### src/rtl/irq_ctrl_wb.sv
// irq_ctrl_wb: N-channel Wishbone interrupt controller (mask, edge/level, pending, priority vector).
// Define IRQ_CTRL_SYNC_EN to pass irq_i through a 2-flop synchronizer first.
module irq_ctrl_wb #(
    parameter int          NUM_IRQ    = 8,
    parameter logic [31:0] RESET_MASK = 32'h0,
    parameter logic [31:0] RESET_MODE = 32'hFFFF_FFFF
) (
    input  logic               wb_clk_i,
    input  logic               wb_rst_i,
    input  logic [1:0]         wb_adr_i,
    input  logic [31:0]        wb_dat_i,
    output logic [31:0]        wb_dat_o,
    input  logic               wb_stb_i,
    input  logic               wb_cyc_i,
    input  logic               wb_we_i,
    output logic               wb_ack_o,
    input  logic [NUM_IRQ-1:0] irq_i,
    output logic               Ireq_o,
    input  logic               Iack_i,
    output logic [4:0]         irq_vec_o
);

    localparam logic [1:0] ADR_PEND = 2'd0;
    localparam logic [1:0] ADR_MASK = 2'd1;
    localparam logic [1:0] ADR_MODE = 2'd2;
    localparam logic [1:0] ADR_VEC  = 2'd3;

    logic [NUM_IRQ-1:0] irq_s;
    logic [NUM_IRQ-1:0] irq_prev_q;
    logic [NUM_IRQ-1:0] pend_q, pend_d;
    logic [NUM_IRQ-1:0] mask_q, mask_d;
    logic [NUM_IRQ-1:0] mode_q, mode_d;
    logic               svc_q, svc_d;
    logic [4:0]         isr_q, isr_d;
    logic               ireq_q, ireq_d;
    logic [4:0]         vec_q, vec_d;
    logic               ack_q, ack_d;
    logic [31:0]        dat_q, dat_d;

    logic               wb_acc;
    logic               wr_en;
    logic               rd_en;
    logic               iack_fire;
    logic [NUM_IRQ-1:0] rise;
    logic [NUM_IRQ-1:0] w1c;
    logic [NUM_IRQ-1:0] iack_clr;
    logic [NUM_IRQ-1:0] act;
    logic [4:0]         enc;
    logic [31:0]        rdata;
    logic               unused_dat;

    assign unused_dat = ^wb_dat_i;

`ifdef IRQ_CTRL_SYNC_EN
    logic [NUM_IRQ-1:0] sync1_q;
    logic [NUM_IRQ-1:0] sync2_q;

    always_ff @(posedge wb_clk_i) begin
        if (wb_rst_i) begin
            sync1_q <= '0;
            sync2_q <= '0;
        end else begin
            sync1_q <= irq_i;
            sync2_q <= sync1_q;
        end
    end

    assign irq_s = sync2_q;
`else
    assign irq_s = irq_i;
`endif

    // One wait state: ack can never be asserted two cycles in a row.
    assign wb_acc    = wb_stb_i & wb_cyc_i & ~ack_q;
    assign wr_en     = wb_acc & wb_we_i;
    assign rd_en     = wb_acc & ~wb_we_i;
    assign iack_fire = Iack_i & ireq_q;

    always_comb begin
        w1c = '0;
        if (wr_en && wb_adr_i == ADR_PEND) begin
            w1c = wb_dat_i[NUM_IRQ-1:0];
        end
        for (int i = 0; i < NUM_IRQ; i++) begin
            iack_clr[i] = iack_fire && (vec_q == 5'(i));
        end
        rise = irq_s & ~irq_prev_q;
        // Edge bits: clears first, then a new rise re-sets. Level bits follow the input.
        pend_d = (mode_q & ((pend_q & ~(w1c | iack_clr)) | rise))
               | (~mode_q & irq_s);
    end

    always_comb begin
        mask_d = mask_q;
        mode_d = mode_q;
        if (wr_en && wb_adr_i == ADR_MASK) begin
            mask_d = wb_dat_i[NUM_IRQ-1:0];
        end
        if (wr_en && wb_adr_i == ADR_MODE) begin
            mode_d = wb_dat_i[NUM_IRQ-1:0];
        end
    end

    always_comb begin
        svc_d = svc_q;
        isr_d = isr_q;
        if (wr_en && wb_adr_i == ADR_VEC) begin
            svc_d = 1'b0;
        end
        if (iack_fire) begin
            svc_d = 1'b1;
            isr_d = vec_q;
        end
    end

    always_comb begin
        act = pend_q & mask_q;
        enc = '0;
        for (int i = NUM_IRQ - 1; i >= 0; i--) begin
            if (act[i]) begin
                enc = 5'(i);
            end
        end
        ireq_d = !svc_q && !iack_fire && (|act);
        vec_d  = ireq_d ? enc : 5'd0;
    end

    always_comb begin
        rdata = '0;
        unique case (wb_adr_i)
            ADR_PEND: rdata[NUM_IRQ-1:0] = pend_q;
            ADR_MASK: rdata[NUM_IRQ-1:0] = mask_q;
            ADR_MODE: rdata[NUM_IRQ-1:0] = mode_q;
            ADR_VEC:  rdata = {svc_q, 26'b0, isr_q};
        endcase
        ack_d = wb_acc;
        dat_d = rd_en ? rdata : 32'h0;
    end

    always_ff @(posedge wb_clk_i) begin
        if (wb_rst_i) begin
            irq_prev_q <= '1;
            pend_q     <= '0;
            mask_q     <= RESET_MASK[NUM_IRQ-1:0];
            mode_q     <= RESET_MODE[NUM_IRQ-1:0];
            svc_q      <= 1'b0;
            isr_q      <= 5'd0;
            ireq_q     <= 1'b0;
            vec_q      <= 5'd0;
            ack_q      <= 1'b0;
            dat_q      <= 32'h0;
        end else begin
            irq_prev_q <= irq_s;
            pend_q     <= pend_d;
            mask_q     <= mask_d;
            mode_q     <= mode_d;
            svc_q      <= svc_d;
            isr_q      <= isr_d;
            ireq_q     <= ireq_d;
            vec_q      <= vec_d;
            ack_q      <= ack_d;
            dat_q      <= dat_d;
        end
    end

    assign wb_ack_o  = ack_q;
    assign wb_dat_o  = dat_q;
    assign Ireq_o    = ireq_q;
    assign irq_vec_o = vec_q;

endmodule

### config.mk
export PLATFORM = sky130hd
export DESIGN_NAME = irq_ctrl_wb
export DESIGN_NICKNAME = d
export VERILOG_FILES = /design/src/rtl/irq_ctrl_wb.sv
export SDC_FILE = /design/constraint.sdc
export NUM_CORES = 1
export LEC_CHECK = 0
export CAP_MARGIN = 25
export CORE_ASPECT_RATIO = 0.6
export CORE_MARGIN = 2
export CORE_UTILIZATION = 43
export CTS_CLUSTER_SIZE = 16
export DETAILED_ROUTE_END_ITERATION = 10
export GPL_ROUTABILITY_DRIVEN = 0
export PLACE_DENSITY = 0.79
export SLEW_MARGIN = 20
export SYNTH_ARGS = -nofsm -noshare
export SYNTH_HDL_FRONTEND = slang
export SYNTH_SLANG_ARGS = --single-unit
### constraint.sdc
create_clock -name wb_clk_i -period 1.59 [get_ports wb_clk_i]
set_input_delay 0.318 -clock wb_clk_i [delete_from_list [all_inputs] [get_ports wb_clk_i]]
set_output_delay 0.318 -clock wb_clk_i [all_outputs]
set_load 0.02 [all_outputs]
==> reports/qor.yml <==
run_status:
  status: "finished clean"
worst_setup_path:
  cpLargestDelayFamily: "buffers and inverters"
  cp-start-kind: "flip-flop"
  cp.arrival_ns: 1.23
  cp_cell_sequence: "clkdlybuf4s50_1"
  worstSetupPathType: "flip-flop to output pin"
  reg2reg_from: "wb_ack_o"
  path_max_fanout: 1
  r2r_end: "mode_q[3]"
  critPathSlowestCell: "clkdlybuf4s50_1"
  crit_buf_inv: 1
  r2r_slack_ns: 0.24
  crit_path_max_incr_delay_ns: 0.59
  worst_setup_path_end_kind: "output pin"
  critPathRequiredTime_ns: 1.27
  reg2regPathDepth: 4
timing:
  finalSetupTns_ns: 0
  fin_skew_ns: 0.00766
  timing.fmax_ghz: 0.646
  rsz0062_at_grt: "false"
  setup_viol: 0
  slew_violations: 0
  hold_viol: 0
  fin_crit_sh_pct: 97.3
  period_needed_ns: 1.55
min_path:
  min_from: "wb_ack_o"
  whs_path_depth: 1
  hold_class: "flip-flop to flip-flop"
  hold_end: "wb_ack_o"
clock_tree:
  cts_tree: "built"
  cts.sinks: 50
  cts_max_level: 2
  cts_buffers: 5
  clkTransAtPathRegs_ns: 0.09
  clock_latency_ns: 0.31
  post_cts_buffers: 0
  root_buffer: "clkbuf_8"
  clockBufferDepth: 2
routing:
  routed_wl_mm: 5.41
  drtPass1Iterations: 5
  drt_iter0_drc: 152
  wl_per_cell_microns: 14.9
  drc: 0
  viasPerCell: 5.08
  antenna_left: 0
  vias: 1839
final_layout:
  finalNetCount: 343
  antennaDiodeCount: 0
  final_util_pct: 56.4
  drive_gt1_share_pct: 14.9
  areaGrowthSynthToFinish_pct: 27.2
  filler_cell_count: 457
logic_synthesis:
  ys_ff_latch: 50
  synth_area_leader_cell: "dfxtp_1"
  syn_inst: 241
  synth.avg_cell_area_sq_um: 9.21
  ys.flop_type: "dfxtp_1"
  synth_top_area_share_pct: 45.1
  async_reset_ff_share_pct: 0
  synth_common_cells: "50 x dfxtp_1, 37 x nand2_1, 27 x buf_4"
  synth_area_sq_mm: 0.00222
  synth_seq_area_share_pct: 45.1
  synth.area.top_cells: "dfxtp_1 45%, buf_4 9.1%, nand2_1 6.3%, mux2i_1 5.9%, nor2_1 3.9%"
  synth-edff-count: 0
  ys_warn_count: 0
  synth.most_common_cell: "dfxtp_1"
  synth.distinct_cells: 31
pwr:
  sequentialPowerShare_pct: 54.7
  powerDensity_mw_per_mm2: 850
  pwr-share-comb_pct: 12.9
  p_clk_share_pct: 32.4
  p_int_mw: 1.78
  swShare_pct: 25.7
  p_leak_nw: 1.22
  ir_drop_mv: 0.425
  switchingPower_uw: 616
global_route:
  grt_pass1_wl_mm: 8.40
  grt_pass1_vias: 1667
  grtUsageTotal_pct: 18.8
  antenna_found_initial: 0
  grt_overflow: 0
  grt_max_degree: 20
flow_run:
  maxCapViolations: 0
die:
  rows: 20
  num_io_pins: 87
  die_area_sq_mm: 0.00577
  initial_core_util_pct: 44.4
  core_sq_mm: 0.00500
  die_w_microns: 96.8
  die-height_microns: 59.7
placement:
  port-buffer-count: 37
  dp_hpwl_mm: 3.80
-- per-layer routing --
| layer | up-vias | GRT usage, % | wire length (microns) |
|---|---|---|---|
| met2 | 83 | 26.9 | 2260 |
| met3 | 14 | 5.26 | 447 |
| li1 | 891 | - | - |
| met4 | 0 | 4.43 | 77 |
| met1 | 851 | 28.1 | 2620 |
| met5 | - | 0 | 0 |
-- sequential cells by signal (all words and copies together) (netlist names) --
register and cells:
Ireq_o 1, irq_prev_q 8, irq_vec_o 3, isr_q 3, mask_q 8, mode_q 8
pend_q 8, svc_q 1, wb_ack_o 1, wb_dat_o 9
-- cells by family after synthesis --
family	Yosys count	synth area share (%)
AOI/OAI and AO/OA	41	13.5
buffers and inverters	34	10.7
DFF	50	45.1
muxes	16	8.91
other	1	0.169
and+or+nand+nor	99	21.6
-- power groups by stage --
| stage | sequential [mW] | clock, mW | combinational, mW |
|---|---|---|---|
| floorplan | 1.34 | 0 | 0.213 |
| global placement | 1.34 | 0 | 0.296 |
| detailed placement | 1.34 | 0 | 0.302 |
| CTS | 1.31 | 0.796 | 0.303 |
| global route | 1.32 | 0.858 | 0.336 |
| finish | 1.31 | 0.777 | 0.310 |
-- worst max path at each step --
stage                 start  cells after the start      endpoint  slack (ns)
6_report        wb_dat_o[6]                      1   wb_dat_o[6]        0.04
3_5_place_dp       wb_stb_i                      5     mode_q[3]       -0.29
3_3_place_gp    wb_adr_i[0]                      5     mode_q[4]       -0.27
5_1_grt            wb_stb_i                      6     mask_q[7]       0.003
2_1_floorplan      wb_ack_o                      5     mode_q[6]        0.14
4_1_cts        irq_vec_o[2]                      1  irq_vec_o[2]       0.001
-- what timing repair did --
item / in CTS / in global routing
endpoints found under the setup margin: 3 / 21
hold buffers: 0 / 0
resized for setup: 3 / 8
pin swaps: 0 / 1
cloned: 0 / 1
-- cell type report --
| type | instances | area [sq um] | area share [%] |
|---|---|---|---|
| tap | 66 | 82.6 | 2.93 |
| timing repair buffer | 56 | 551 | 19.5 |
| sequential | 50 | 1000 | 35.5 |
| multi-input combinational | 182 | 1090 | 38.7 |
| clock buffer | 6 | 82.6 | 2.93 |
| clock inverter | 2 | 12.5 | 0.443 |
-- cells in the final DEF, fill, tap and decap left out, types with 2 or more instances in the layout --
master and instances:
dfxtp_1 50, nand2_1 37, clkdlybuf4s50_1 29, conb_1 25, nor2_1 23, a21oi_1 17, buf_4 16, nor2b_1 13
mux2i_1 13, or2_2 8, a211o_1 8, a221o_1 7, nand3_1 7, clkbuf_8 6, dlymetal6s2s_1 5, mux4_2 3
dlygate4sd2_1 3, nor3_1 2, and2b_4 2, a311oi_1 2, a22oi_1 2, buf_12 2
-- metrics by stage --
stage | cells | total power, mW | hold slack [ns] | worst slack [ns] | cell area [sq um]
final | 362 | 2.40 | 0.470 | 0.0428 | 2820
after global routing | 362 | 2.51 | 0.491 | 0.00253 | 2820
after CTS | 361 | 2.41 | 0.467 | 0.00124 | 2790
after detailed placement | 353 | 1.64 | 0.450 | -0.291 | 2690
after global placement | 353 | 1.63 | 0.442 | -0.269 | 2690
after floorplan | 265 | 1.55 | 0.406 | 0.142 | 2310
Power figures use the tool's default switching activity.
